### src/rtl/pcpu_mem_pkg.sv
// Shared definitions for the core data-memory responder: state encoding,
// default address map / timeout, and the latched request record.
package pcpu_mem_pkg;

  localparam logic [1:0] ST_IDLE  = 2'd0;
  localparam logic [1:0] ST_SRAM  = 2'd1;
  localparam logic [1:0] ST_IO    = 2'd2;
  localparam logic [1:0] ST_READY = 2'd3;

  localparam int          WAIT_STATES_DEF  = 2;
  localparam logic [15:0] IO_BASE_DEF      = 16'hF000;
  localparam int          IO_TIMEOUT_DEF   = 64;
  localparam logic [15:0] IO_TIMEOUT_RDATA = 16'hFFFF;

  // Request captured in IDLE and held for the whole transfer.
  typedef struct packed {
    logic [15:0] addr;
    logic [15:0] wdata;
    logic        wr;
  } mem_req_t;

endpackage

### src/rtl/mem_responder_if.sv
// Core-side data bus: request strobes and address/data from the core,
// read data and busy/ready handshake back from the responder.
interface mem_responder_if;
  import pcpu_mem_pkg::*;

  logic [15:0] mem_addr;
  logic [15:0] mem_wdata;
  logic        ram_read;
  logic        ram_write;
  logic [15:0] mem_rdata;
  logic        mem_busy;
  logic        mem_ready;

  modport master (
    output mem_addr, mem_wdata, ram_read, ram_write,
    input  mem_rdata, mem_busy, mem_ready
  );

  modport slave (
    input  mem_addr, mem_wdata, ram_read, ram_write,
    output mem_rdata, mem_busy, mem_ready
  );

endinterface

### src/rtl/mem_wait_counter.sv
// Loadable down-counter that stops at zero; zero flag is combinational.
module mem_wait_counter #(
  parameter int W = 8
) (
  input  logic         clk,
  input  logic         rst,
  input  logic         load,
  input  logic [W-1:0] load_val,
  input  logic         dec,
  output logic         zero
);

  logic [W-1:0] count;

  // Load has priority; decrement saturates at zero.
  always_ff @(posedge clk or negedge rst) begin
    if (!rst) begin
      count <= '0;
    end else if (load) begin
      count <= load_val;
    end else if (dec && (count != '0)) begin
      count <= count - 1'b1;
    end
  end

  assign zero = (count == '0);

endmodule

### src/rtl/mem_responder.sv
// Slave end of the core data-memory handshake. Routes each request to the
// external async SRAM (fixed wait states) or the I/O window (ack with
// timeout), returns registered read data and a one-cycle ready pulse.
module mem_responder
  import pcpu_mem_pkg::*;
#(
  parameter int          WAIT_STATES = WAIT_STATES_DEF,
  parameter logic [15:0] IO_BASE     = IO_BASE_DEF,
  parameter int          IO_TIMEOUT  = IO_TIMEOUT_DEF
) (
  input  logic            clk,
  input  logic            rst,
  mem_responder_if.slave  bus,
  output logic [15:0]     sram_addr,
  output logic [15:0]     sram_wdata,
  input  logic [15:0]     sram_rdata,
  output logic            sram_ce_n,
  output logic            sram_oe_n,
  output logic            sram_we_n,
  output logic [15:0]     io_addr,
  output logic [15:0]     io_wdata,
  input  logic [15:0]     io_rdata,
  output logic            io_rd,
  output logic            io_wr,
  input  logic            io_ack
);

  localparam int             CNT_W   = 8;
  localparam logic [CNT_W-1:0] WS_LOAD = CNT_W'(WAIT_STATES - 1);
  localparam logic [CNT_W-1:0] TO_LOAD = CNT_W'(IO_TIMEOUT - 1);

  logic [1:0]  state;
  logic [1:0]  state_nxt;
  mem_req_t    req;
  logic        take;
  logic        nxt_wr;
  logic        ws_zero;
  logic        to_zero;
  logic [15:0] rdata_r;
  logic        busy_r;
  logic        ready_r;

  assign take   = (state == ST_IDLE) && (bus.ram_read || bus.ram_write);
  // Write wins when both strobes are high.
  assign nxt_wr = take ? bus.ram_write : req.wr;

  mem_wait_counter #(.W(CNT_W)) u_wait_cnt (
    .clk      (clk),
    .rst      (rst),
    .load     (take),
    .load_val (WS_LOAD),
    .dec      (state == ST_SRAM),
    .zero     (ws_zero)
  );

  mem_wait_counter #(.W(CNT_W)) u_timeout_cnt (
    .clk      (clk),
    .rst      (rst),
    .load     (take),
    .load_val (TO_LOAD),
    .dec      (state == ST_IO),
    .zero     (to_zero)
  );

  // Next-state decode; an ack on the final timeout cycle still counts as success.
  always_comb begin
    state_nxt = state;
    case (state)
      ST_IDLE:  if (take) state_nxt = (bus.mem_addr >= IO_BASE) ? ST_IO : ST_SRAM;
      ST_SRAM:  if (ws_zero) state_nxt = ST_READY;
      ST_IO:    if (io_ack || to_zero) state_nxt = ST_READY;
      default:  state_nxt = ST_IDLE;
    endcase
  end

  // State plus strobes registered from the next state so external strobes are glitch-free.
  always_ff @(posedge clk or negedge rst) begin
    if (!rst) begin
      state     <= ST_IDLE;
      sram_ce_n <= 1'b1;
      sram_oe_n <= 1'b1;
      sram_we_n <= 1'b1;
      io_rd     <= 1'b0;
      io_wr     <= 1'b0;
      busy_r    <= 1'b0;
      ready_r   <= 1'b0;
    end else begin
      state     <= state_nxt;
      sram_ce_n <= !(state_nxt == ST_SRAM);
      sram_oe_n <= !((state_nxt == ST_SRAM) && !nxt_wr);
      sram_we_n <= !((state_nxt == ST_SRAM) && nxt_wr);
      io_rd     <= (state_nxt == ST_IO) && !nxt_wr;
      io_wr     <= (state_nxt == ST_IO) && nxt_wr;
      busy_r    <= (state_nxt == ST_SRAM) || (state_nxt == ST_IO);
      ready_r   <= (state_nxt == ST_READY);
    end
  end

  // Capture the request only in IDLE; it stays on the address/data pins through READY.
  always_ff @(posedge clk or negedge rst) begin
    if (!rst) begin
      req <= '0;
    end else if (take) begin
      req <= '{addr: bus.mem_addr, wdata: bus.mem_wdata, wr: bus.ram_write};
    end
  end

  // Read data updates only when a read completes; a timed-out I/O read returns all ones.
  always_ff @(posedge clk or negedge rst) begin
    if (!rst) begin
      rdata_r <= '0;
    end else if (!req.wr) begin
      if ((state == ST_SRAM) && ws_zero) begin
        rdata_r <= sram_rdata;
      end else if (state == ST_IO) begin
        if (io_ack) begin
          rdata_r <= io_rdata;
        end else if (to_zero) begin
          rdata_r <= IO_TIMEOUT_RDATA;
        end
      end
    end
  end

  assign sram_addr     = req.addr;
  assign sram_wdata    = req.wdata;
  assign io_addr       = req.addr;
  assign io_wdata      = req.wdata;
  assign bus.mem_rdata = rdata_r;
  assign bus.mem_busy  = busy_r;
  assign bus.mem_ready = ready_r;

endmodule

### src/flat_wrapper.sv
// flat-port wrapper written by rule: the top's interface ports become plain ports
module mem_responder_flat import pcpu_mem_pkg::*;
#(
  parameter int          WAIT_STATES = WAIT_STATES_DEF,
  parameter logic [15:0] IO_BASE     = IO_BASE_DEF,
  parameter int          IO_TIMEOUT  = IO_TIMEOUT_DEF
)
  (clk, rst, sram_addr, sram_wdata, sram_rdata, sram_ce_n, sram_oe_n, sram_we_n, io_addr, io_wdata, io_rdata, io_rd, io_wr, io_ack, bus_mem_addr, bus_mem_wdata, bus_ram_read, bus_ram_write, bus_mem_rdata, bus_mem_busy, bus_mem_ready);
  mem_responder_if bus_i ();
  input  logic clk;
  input  logic rst;
  output logic [15:0] sram_addr;
  output logic [15:0] sram_wdata;
  input  logic [15:0] sram_rdata;
  output logic sram_ce_n;
  output logic sram_oe_n;
  output logic sram_we_n;
  output logic [15:0] io_addr;
  output logic [15:0] io_wdata;
  input  logic [15:0] io_rdata;
  output logic io_rd;
  output logic io_wr;
  input  logic io_ack;
  input wire logic [$bits(bus_i.mem_addr)-1:0] bus_mem_addr;
  input wire logic [$bits(bus_i.mem_wdata)-1:0] bus_mem_wdata;
  input wire logic [$bits(bus_i.ram_read)-1:0] bus_ram_read;
  input wire logic [$bits(bus_i.ram_write)-1:0] bus_ram_write;
  output wire logic [$bits(bus_i.mem_rdata)-1:0] bus_mem_rdata;
  output wire logic [$bits(bus_i.mem_busy)-1:0] bus_mem_busy;
  output wire logic [$bits(bus_i.mem_ready)-1:0] bus_mem_ready;
  assign bus_i.mem_addr = bus_mem_addr;
  assign bus_i.mem_wdata = bus_mem_wdata;
  assign bus_i.ram_read = bus_ram_read;
  assign bus_i.ram_write = bus_ram_write;
  assign bus_mem_rdata = bus_i.mem_rdata;
  assign bus_mem_busy = bus_i.mem_busy;
  assign bus_mem_ready = bus_i.mem_ready;
  mem_responder #(.WAIT_STATES(WAIT_STATES), .IO_BASE(IO_BASE), .IO_TIMEOUT(IO_TIMEOUT)) u_core (.clk(clk), .rst(rst), .bus(bus_i), .sram_addr(sram_addr), .sram_wdata(sram_wdata), .sram_rdata(sram_rdata), .sram_ce_n(sram_ce_n), .sram_oe_n(sram_oe_n), .sram_we_n(sram_we_n), .io_addr(io_addr), .io_wdata(io_wdata), .io_rdata(io_rdata), .io_rd(io_rd), .io_wr(io_wr), .io_ack(io_ack));
endmodule
### config.mk
export PLATFORM = sky130hd
export DESIGN_NAME = mem_responder_flat
export DESIGN_NICKNAME = d
export VERILOG_FILES = /design/src/rtl/pcpu_mem_pkg.sv /design/src/rtl/mem_responder_if.sv /design/src/rtl/mem_wait_counter.sv /design/src/rtl/mem_responder.sv /design/src/flat_wrapper.sv
export SDC_FILE = /design/constraint.sdc
export NUM_CORES = 1
export LEC_CHECK = 0
export CORE_ASPECT_RATIO = 0.8
export CORE_UTILIZATION = 46
export DETAILED_ROUTE_END_ITERATION = 7
export GPL_TIMING_DRIVEN = 0
export PLACE_DENSITY_LB_ADDON = 0.05
export SYNTH_ARGS = -nofsm -noshare
export SYNTH_HDL_FRONTEND = slang
export SYNTH_SLANG_ARGS = --single-unit
### constraint.sdc
create_clock -name clk -period 5 [get_ports clk]
set_clock_uncertainty 0.2 [all_clocks]
set_input_delay 1 -clock clk [delete_from_list [all_inputs] [get_ports clk]]
set_output_delay 1 -clock clk [all_outputs]
set_load 0.02 [all_outputs]
==> metrics <==
clk sink count 74; EDFF count, synth 0; dpl hpwl between 6 and 7 mm; # Max-Cap Violations 0; Leak Pwr about 2.6 nW; Setup TNS Final 0 ns; share of layout cells above drive strength 1 0.1738; via/cell ratio around 4.6; crit path capture u_core.io_wdata[4]; Worst setup startpoint bus_ram_write; Slew headroom 0.4958; Yosys cell types 46; CTS Hold Buffers Added 0; first-pass GRT wire length between 10 and 15 mm; Worst-Skew Late Latency ~0.34 ns; worst-path maximum fanout 10; initial core utilization 0.4864; Top FF cell, synth dfrtp_1; synthesis-to-finish area growth 52.31%; Achievable Freq around 350 MHz; FP Rows 28; Slowest Stage Delay on Critical Path ~0.45 ns; FF+latch area about 1900 um2; area of the multi-input gates roughly 1200 um2; critical-path cell list clkdlybuf4s50_1, o21ai_0, clkbuf_1, clkbuf_1, nand2_1, nand2_1; Clock transition at path regs ~0.080 ns; via count 3102; total wire length roughly 9.2 mm; antenna cells 0; worst hold path type primary input to asynchronous set/reset pin; Clock Tree Root clkbuf_8; syn avg cell area between 9 and 10 um2; Crit-path slowest cell clkdlybuf4s50_1; gr usage total 0.2236; Max clock buf depth 2; GR Overflow Total 0; unrepaired setup endpoints after global routing false; routed length per placed instance about 14 um; post_cts resized 0; Synth Cell Area between 3000 and 4000 um2; fin crit share 0.5648; Pwr per Cell Area 651.9 nW/um2; worst r2r src u_core.u_timeout_cnt.count[0]; commonest non-fill, non-tap cell in the layout clkdlybuf4s50_1; Total Power roughly 3.7 mW; CP bufs+invs 3; initial antenna violation count 0; Gate Count Post-Synth just under 400; DRC viols 0; Hold Fails Final Rpt 0; die area between 8000 and 9000 um2; reg2reg end u_core.bus.mem_rdata[7]; number of buffers created by CTS 9; Worst Tran Pin Value between 0.7 and 0.8 ns; Data required, critical path between 5 and 6 ns; vias in the first global route approximately 3000; Min Hold Slack approximately 0.23 ns; Critical Path End Type flip-flop; Final min period roughly 2.8 ns; placed cell area 5389 um2; CTS tree built; Initial DRT Pass Iterations 4; largest vdd supply drop roughly 0.44 mV; sequential share of the synthesized area 0.5041; async set or reset register ratio after synthesis 1.000; WP depth 6; H-tree depth 3; RePlAce Congestion 0.7949; Crit Path Category primary input to flip-flop; Port-buffer cells roughly 160; post-route cell area about 5600 um2; syn_nets around 470; pin count of the biggest net entering global routing 74; drt initial violations 108; CP Launch Type primary input; reg-to-reg slack, setup 2.46 ns; post-CTS setup buffer count 0; most frequent cells in the layout clkdlybuf4s50_1, nand2_1, dfrtp_1; fill cell count around 590; Die Span Y 82.01 um; Nets 633; Core Area roughly 7600 um2; post-route antenna net violation count 0; outcome completed; crit path DAT about 2.9 ns; # setup viols final 0; die extent in x slightly above 100 um; FF-to-FF path depth 8; Synth Warn # 0; Crit path max-delay family buffers and inverters; Yosys reg bits 74; max-slew violation count 0; Ports around 160
## metrics by stage
stage | std cells | utilization | setup slack [ns]
after floorplan | 392 | - | 2.682
after global placement | 652 | 0.7088 | 0.2006
after detailed placement | 653 | 0.7121 | 1.780
after CTS | 669 | 0.7409 | 2.165
after global routing | 669 | 0.7409 | 1.987
final | 669 | 0.7409 | 2.176
## cell type report
cell class / instances / area share
multi-input cells: 213 / 0.2091
repair buffers: 156 / 0.2812
well taps: 105 / 0.02343
plain buffers: 80 / 0.09975
flip-flops and latches: 74 / 0.3310
clock buffers: 9 / 0.02209
inverters: 25 / 0.01674
clock inverters: 7 / 0.01674
## how the worst min path moves through the flow
| stage | to | from | slack [ns] | cells after the start |
|---|---|---|---|---|
| 3_3_place_gp | u_core.u_wait_cnt.count[0] | u_core.u_wait_cnt.count[0] | 0.28 | 1 |
| 3_5_place_dp | u_core.u_wait_cnt.count[0] | u_core.u_wait_cnt.count[0] | 0.29 | 1 |
| 5_1_grt | u_core.io_addr[2] | rst | 0.21 | 1 |
| 2_1_floorplan | u_core.u_wait_cnt.count[6] | u_core.u_wait_cnt.count[6] | 0.26 | 1 |
| 4_1_cts | u_core.io_addr[2] | rst | 0.22 | 1 |
| 6_report | u_core.io_addr[2] | rst | 0.23 | 1 |
## per-layer routing
| metal | vias to the layer above | track usage | wire length, um |
|---|---|---|---|
| met3 | 9 | 0.06043 | 740 |
| met4 | 0 | 0.07571 | 102 |
| li1 | 1553 | - | - |
| met2 | 111 | 0.3685 | 4275 |
| met5 | - | 0 | 0 |
| met1 | 1429 | 0.2860 | 4095 |
## worst register-to-register path: stages (launching register included)
cell	delay, ns
dfrtp_1	0.41
inv_1	0.10
ha_1	0.20
or3b_2	0.51
o21ba_1	0.21
or3_1	0.36
buf_6	0.15
buf_8	0.14
a31oi_1	0.20
## logic make-up after synthesis
kind of cell               Yosys count  share of synthesized area
xor gates and xnor gates             7                    0.01666
adders and majority gates            5                    0.01700
DFF                                 74                     0.5041
AOI/OAI and AO/OA                   53                    0.09857
and+or+nand+nor                    143                     0.1727
buffers and inverters              105                     0.1774
muxes                                5                    0.01360
## where the power goes
group | internal [mW] | switching, mW
Sequential | 0.866 | 0.196
Combinational | 1.10 | 0.986
Clock | 0.280 | 0.228
Total | 2.25 | 1.41
## cells in the mapped netlist (2+ instances only)
| cell | count | share of area |
|---|---|---|
| and2_1 | 2 | 0.0034 |
| a31oi_1 | 17 | 0.029 |
| o2111ai_1 | 2 | 0.0048 |
| inv_1 | 25 | 0.025 |
| o21a_1 | 2 | 0.0041 |
| nor2_1 | 12 | 0.012 |
| ha_1 | 5 | 0.017 |
| clkbuf_1 | 14 | 0.014 |
| nand2_1 | 106 | 0.11 |
| nor2b_1 | 2 | 0.0034 |
| o22ai_1 | 16 | 0.027 |
| xor2_1 | 2 | 0.0048 |
| or4b_2 | 2 | 0.0054 |
| a21oi_1 | 2 | 0.0027 |
| nor3_1 | 3 | 0.0041 |
| nand2b_1 | 2 | 0.0034 |
| mux2i_1 | 5 | 0.014 |
| or3_1 | 2 | 0.0034 |
| dfstp_2 | 3 | 0.021 |
| xnor2_1 | 5 | 0.012 |
| dfrtp_1 | 71 | 0.48 |
| o21ai_0 | 3 | 0.0041 |
| nor4b_1 | 2 | 0.0048 |
| buf_4 | 64 | 0.13 |
| a211oi_1 | 2 | 0.0041 |
## sequential cells by signal (all words and copies together), names as in the netlist, 2 cells and up
register / flops
u_core.bus.mem_rdata: 16
u_core.io_addr: 16
u_core.io_wdata: 16
u_core.state: 2
u_core.u_timeout_cnt.count: 8
u_core.u_wait_cnt.count: 8
No activity file was read; power rests on OpenSTA's default activity.
==> RTL change, RTL diff (same flow settings) <==
Set the localparam `CNT_W` to 7 (it was 8).
--- a/src/rtl/mem_responder.sv
+++ b/src/rtl/mem_responder.sv
@@ -25,7 +25,7 @@
   input  logic            io_ack
 );
 
-  localparam int             CNT_W   = 8;
+  localparam int             CNT_W   = 7;
   localparam logic [CNT_W-1:0] WS_LOAD = CNT_W'(WAIT_STATES - 1);
   localparam logic [CNT_W-1:0] TO_LOAD = CNT_W'(IO_TIMEOUT - 1);
 
Behaviour: no difference found for any inputs over 4 cycles, from zero or initial values and one cycle with rst low; that may be too few to reach the edited logic, so the function may still have changed.
==> RTL change against the unedited design <==
- sequential cell count is 2 lower
- synthesized cell count is 3.1% higher
- first-iteration DRC count is 19% lower
- worst setup slack better by 160 ps
- die area is 3.1% higher
- area after synthesis is 3.1% higher
- critical path depth stayed put
- fmax is 6.2% higher
- final area is 0.83% higher
- wire length is 2.2% lower
Power is left out: it rests on default switching activity, and per cell area and clock period it moved more than threefold.
==> RTL change: results (changes against the unedited design) <==
GRT
  – GR Layer Usage met1: 29.1% (+0.47 points)
  – Gr usage total: 22.1% (-0.30 points)
  – Largest net degree at the start of global routing: 73 (-1.4%)
  – Vias in the first global route: 3199 (+5.4%)
  – Met2 global-route usage: 36.6% (-0.24 points)
  – First-pass GRT wire length: 15200 um (+6.2%)

Drt
  – Metal2 WL: 4340 um (+1.5%)
  – Detailed Route WL: 9010 um (-2.2%)
  – First-iteration detailed-routing DRC count: 88 (-19%)
  – Routed WL per cell: 13.2 um (-4.1%)
  – Metal-1 WL: 4170 um (+1.8%)
  – Vias per std cell: 4.70 (+1.3%)
  – Met3 WL post-DR: 408 um (-45%)

Synthesis
  – Mux contribution to synthesized area: 6.53% (+5.2 points)
  – Netlist cell types: 43 (-6.5%)
  – Cells after Synth: 404 (+3.1%)
  – Synth top area cells: dfrtp_1, buf_4, nand2_1, mux2_4, a31oi_1
  – Complex-gate fraction of the synthesized area: 7.19% (-2.7 points)
  – Syn_nets: 478 (+2.6%)
  – Sequential area share after synthesis: 47.6% (-2.8 points)
  – Post-Synth Adder-Cell Area: 1.65% (-0.052 points)
  – Synth cell count leaders: nand2_1, dfrtp_1, buf_4
  – XOR/XNOR share of the synthesized area: 1.15% (-0.51 points)

Setup path
  – Crit Reg-Reg Endpoint: u_core.bus.mem_rdata[6]$_DFFE_PN0P_
  – Worst Setup EP: u_core.io_wdata[1]$_DFFE_PN0N_
  – Worst Path Max Fanout: 10 (unchanged)
  – Reg-to-Reg Start: u_core.u_wait_cnt.count[0]$_DFFE_PN0P_
  – Worst r2r path cells: 9 (+1)
  – WP data arrival: 2730 ps (-180 ps)
  – Worst path max stage delay: 500 ps (+50 ps)

Finish
  – Nets: 643 (+1.6%)
  – Share of post-route cells with drive strength above 1: 18.8% (+1.4 points)

Clock network
  – CTS Root Cell: clkbuf_8

Worst hold path
  – Worst min path class: reg -> reg

Status
  – Status: finished, final reports clean

STA
  – Fmax: 376 MHz (+6.2%)
  – Worst rel slew slack: 39.6% (-10 points)
  – Hold WS: 305 ps (+71.0 ps)

Placed design
  – Gpl congestion: 0.815 (+2.5%)
  – Placed wire-length estimate: 6880 um (+1.5%)
  – DP Worst Slack: 2000 ps (+217 ps)
  – Placed Cells: 666 (+2.0%)
  – Cell area after placement: 5470 um^2 (+1.5%)
  – IO buf count: 154 (-0.65%)
-- RTL change: cell count changes in the layout (fill, tap and decap cells not counted), moves of 3 or more --
| cell | change |
|---|---|
| buf_2 | +3 |
| mux2_2 | +6 |
| mux2_4 | +10 |
| nor4_1 | +16 |
| o211ai_1 | +3 |
| o22ai_1 | -16 |
| xnor2_1 | -4 |
-- RTL change: layout make-up --
type / instances / area [um^2]
multi-input combinational: 223 / 1300
clock buffer: 12 / 135
tap: 108 / 135
timing repair buffer: 154 / 1540
fill: 615 / 2290
inverter: 25 / 93.8
buffer: 84 / 594
clock inverter: 4 / 47.5
sequential: 72 / 1810
-- RTL change: worst reg2reg max path, cell delays in order (launching register included) --
cell and delay [ps]:
dfrtp_1 410, inv_1 70, ha_1 210, or4b_1 430
buf_2 200, nor2_1 110, a22o_2 140, buf_6 130
buf_12 150, mux2_4 310
